<file path="src/rtl/elevator_pkg.sv">
// Command and status encodings shared between the elevator controller and the car plant model.
package elevator_pkg;

  typedef enum logic [1:0] {
    ENG_STOP    = 2'b00,
    ENG_UP      = 2'b01,
    ENG_DOWN    = 2'b10,
    ENG_ILLEGAL = 2'b11
  } engine_cmd_e;

  typedef enum logic [1:0] {
    DOOR_HOLD      = 2'b00,
    DOOR_OPEN_CMD  = 2'b01,
    DOOR_CLOSE_CMD = 2'b10,
    DOOR_HOLD_ALT  = 2'b11
  } door_cmd_e;

  typedef enum logic [1:0] {
    DS_CLOSED  = 2'b00,
    DS_OPENING = 2'b01,
    DS_OPEN    = 2'b10,
    DS_CLOSING = 2'b11
  } door_state_e;

endpackage

</file>
<file path="src/rtl/elevator_door_actuator.sv">
// Door actuator: open/close stroke FSM with a stroke counter and light-curtain reversal.
module elevator_door_actuator
  import elevator_pkg::*;
#(
  parameter int DOOR_CYCLES = 3
) (
  input  logic       clk,
  input  logic       reset,
  input  logic [1:0] door,
  input  logic       obstruct,
  input  logic       open_ok,
  output logic [1:0] door_state,
  output logic       door_closed,
  output logic       door_open
);

  localparam int DW = (DOOR_CYCLES < 2) ? 1 : $clog2(DOOR_CYCLES + 1);
  localparam logic [DW-1:0] DCNT_LOAD = DW'(DOOR_CYCLES);
  localparam logic [DW-1:0] DCNT_ONE  = DW'(1);

  door_state_e     state_r;
  logic [DW-1:0]   dcnt_r;
  door_cmd_e       cmd_s;

  assign cmd_s      = door_cmd_e'(door);
  assign door_state = state_r;

  // Door stroke FSM; status flags are registered alongside the state.
  always_ff @(posedge clk or posedge reset) begin
    if (reset) begin
      state_r     <= DS_CLOSED;
      dcnt_r      <= '0;
      door_closed <= 1'b1;
      door_open   <= 1'b0;
    end else begin
      case (state_r)
        DS_CLOSED: begin
          if (cmd_s == DOOR_OPEN_CMD && open_ok) begin
            state_r     <= DS_OPENING;
            dcnt_r      <= DCNT_LOAD;
            door_closed <= 1'b0;
          end
        end
        DS_OPENING: begin
          if (dcnt_r == DCNT_ONE) begin
            state_r   <= DS_OPEN;
            dcnt_r    <= '0;
            door_open <= 1'b1;
          end else begin
            dcnt_r <= dcnt_r - DCNT_ONE;
          end
        end
        DS_OPEN: begin
          if (cmd_s == DOOR_CLOSE_CMD && !obstruct) begin
            state_r   <= DS_CLOSING;
            dcnt_r    <= DCNT_LOAD;
            door_open <= 1'b0;
          end
        end
        DS_CLOSING: begin
          // Light curtain or a fresh open request reverses the stroke from full length.
          if (obstruct || cmd_s == DOOR_OPEN_CMD) begin
            state_r <= DS_OPENING;
            dcnt_r  <= DCNT_LOAD;
          end else if (dcnt_r == DCNT_ONE) begin
            state_r     <= DS_CLOSED;
            dcnt_r      <= '0;
            door_closed <= 1'b1;
          end else begin
            dcnt_r <= dcnt_r - DCNT_ONE;
          end
        end
        default: begin
          state_r     <= DS_CLOSED;
          dcnt_r      <= '0;
          door_closed <= 1'b1;
          door_open   <= 1'b0;
        end
      endcase
    end
  end

endmodule

</file>
<file path="config.mk">
export PLATFORM = sky130hd
export DESIGN_NAME = elevator_door_actuator
export DESIGN_NICKNAME = d
export VERILOG_FILES = /design/src/rtl/elevator_pkg.sv /design/src/rtl/elevator_door_actuator.sv
export SDC_FILE = /design/constraint.sdc
export NUM_CORES = 1
export LEC_CHECK = 0
export CORE_AREA = 2 2 39 41
export CTS_CLUSTER_DIAMETER = 40
export DETAILED_ROUTE_END_ITERATION = 10
export DIE_AREA = 0 0 41 43
export GPL_ROUTABILITY_DRIVEN = 0
export PLACE_DENSITY = 0.66
export SLEW_MARGIN = 5
export SYNTH_ARGS = -nofsm -noshare
export SYNTH_HDL_FRONTEND = slang
export SYNTH_SLANG_ARGS = --single-unit
</file>
<file path="constraint.sdc">
create_clock -name clk -period 4.3 [get_ports clk]
set_input_delay 1.075 -clock clk [delete_from_list [all_inputs] [get_ports clk]]
set_output_delay 1.075 -clock clk [all_outputs]
set_load 0.02 [all_outputs]
</file>
==> metrics.md <==
| Metric | Value |
|---|---|
| Crit path depth | 1 |
| CP startpoint | door_closed |
| Layout cells sized above 1 | 0.193 |
| CTS tree | yes |
| Initial antenna violation count | 0 |
| Switching share of power | 0.404 |
| Least-Margin Pin Slew | between 200 and 250 ps |
| Ys flop type | dfrtp_1 |
| Hold Fails Final Rpt | 0 |
| RSZ-0062 raised after global routing | no |
| Vias in the first global route | approximately 320 |
| Core ar. | between 0.001 and 0.0015 sq mm |
| Met1 Track Usage GR | 0.135 |
| M2 GR Usage | 0.159 |
| Pwr dens | roughly 730 mW/mm^2 |
| I/O pins | 10 |
| Switch Pwr | 0.171 mW |
| Slew margin rel. | 0.847 |
| Syn. warnings | 0 |
| Clock Latency Late Sink | between 200 and 250 ps |
| Reg power frac | 0.249 |
| ANT nets after route | 0 |
| EDFF count, synth | 0 |
| Post-Route Setup TNS | 0 ps |
| Drc violations | 0 |
| Design Power | 0.423 mW |
| Internal power | about 0.25 mW |
| Design Area, Final | 576 sq um |
| Drt pass-1 iters | 4 |
| Fin. max-slew vios | 0 |
| Crit path to | door_closed |
| R2r worst-path depth | 5 |
| CP max stage delay | 600 ps |
| Cell family with most CP delay | buffers and inverters |
| Initial Utilization | 0.317 |
| WP data arrival | 1370 ps |
| Syn Nets | 55 |
| Synth cell types | 24 |
| Synthesis-stage register bit count | 6 |
| GR Util met3 | 0.0785 |
| H-tree depth | 1 |
| Final WL | 782 um |
| Peak VDD IR | about 0.21 mV |
| Reg2reg start | door_state[0] |
| Final setup violation count | 0 |
| Comb pwr share | 0.618 |
| Post-CTS Setup Inserts | 0 |
| Tot GR Track Use | 0.120 |
| Utilization after layout | 0.416 |
| Largest fanout on the critical path | 3 |
| Chip Height | 43 um |
| DP Worst Slack | 1660 ps |
| Clock Tree Buf Depth | 2 |
| Horiz. Die Dim | 41 um |
| Max cap viols | 0 |
| R2R setup slack | roughly 2700 ps |
| HP Class | reg -> reg |
| FP Rows | 14 |
| Cells after Synth | 44 |
| Slowest CP cell | clkdlybuf4s50_1 |
| CP required | 3220 ps |
| Syn_area_per_cell | 9.98 sq um |
| Root buf cell | clkbuf_4 |
| Crit. End Element | output port |
| Via count | 355 |
| # nets final | 69 |
| Outcome | completed |
| Clock share of power | 0.133 |
| CP bufs+invs | 1 |
| Sink Count | 6 |
| Post-synth ARST share | 1.00 |
| Placed Area | roughly 550 sq um |
| RR Endpoint | dcnt_r[0] |
| Tcrit/Tclk final | 0.570 |
| Crit path cell chain | clkdlybuf4s50_1 |
| Global-route wire length before repair | about 1300 um |
| Final WS setup | 1850 ps |
| Cts hold-fix bufs | 0 |
| Cell Area, Synth | 439 sq um |
| Num CTS Buffers | 3 |
| Area of the die | 0.00176 sq mm |
| Hpwl dp | 616 um |
| Wire per inst | 10.7 um |
| Clock skew | 4.72 ps |
| Largest net degree at the start of global routing | 7 |
| Synth-to-layout area growth | 31.1% |
| Setup CP Type | reg -> out |
| Leak | around 0.27 nW |
| Initial DRC Count | 5 |
| F_max | 408 MHz |
| IO Port Bufs | 9 |
| GR peak layer | met2 |
| Seq/Total Area, Yosys | 0.345 |
| Total gr overflow | 0 |
| CTS clk-pin slew, worst paths | 40 ps |
| N_diodes | 0 |
| Post-CTS Resized | 0 |
| CP Launch Type | flop |
| Final min period | approximately 2400 ps |
| Most frequent cells in the layout | inv_1 (9), clkdlybuf4s50_1 (9), ha_1 (5), dfrtp_1 (5), a21oi_1 (4) |
| Drt via density | 4.86 |
## metal layers
layer / part of all wire / wire, um / vias to the layer above
li1: - / - / 181
met1: 0.48 / 373 / 166
met2: 0.46 / 360 / 8
met3: 0.061 / 48 / 0
met4: 0 / 0 / 0
met5: 0 / 0 / -
## cell type report
type	count	area, sq um
Tap cell	16	20.0
Fill cell	141	808
Clock buffer	4	26.3
Sequential cell	6	151
Multi-Input combinational cell	29	254
Timing Repair Buffer	9	90.1
Inverter	9	33.8
## flip-flops by register name (all words and copies together) (netlist names)
register and count:
door_open 1, door_state 2, dcnt_r 2, door_closed 1
## Yosys cell counts, types with 2 or more instances
master   count  area, sq um
nor2_1       2         7.51
a21oi_1      4         20.0
dfrtp_1      5          125
ha_1         5         62.6
inv_1        9         33.8
## how the worst min path moves through the flow
stage               slack (ps)   endpoint  cells past startpoint      start
floorplan                  500  dcnt_r[1]                      2  dcnt_r[1]
global placement           530  dcnt_r[0]                      1  dcnt_r[0]
detailed placement         530  dcnt_r[0]                      1  dcnt_r[0]
CTS                        540  dcnt_r[0]                      1  dcnt_r[0]
global route               570  door_open                      2  door_open
finish                     540  dcnt_r[0]                      1  dcnt_r[0]
## kinds of logic (layout without fill, tap and decap cells)
family | after synthesis | count (layout) | share of synthesized area
muxes | 3 | 3 | 0.0826
adders and majority gates | 5 | 5 | 0.142
DFF | 6 | 6 | 0.345
and+or+nand+nor | 9 | 9 | 0.131
buffers and inverters | 9 | 22 | 0.0769
AOI/OAI and AO/OA | 12 | 12 | 0.222
## per-stage QoR
step / hold WS (ps) / std cells
detailed placement: 529 / 69
global placement: 525 / 69
CTS: 542 / 73
global route: 573 / 73
finish: 538 / 73
floorplan: 496 / 44
## power by group through the flow
stage          Sequential, mW  Clock, mW  Combinational (mW)
2_1_floorplan           0.122          0               0.178
3_3_place_gp            0.105          0               0.265
3_5_place_dp            0.107          0               0.263
4_1_cts                 0.106     0.0605               0.264
5_1_grt                 0.109     0.0649               0.288
6_report                0.105     0.0564               0.261
No activity file was read; power rests on OpenSTA's default activity.
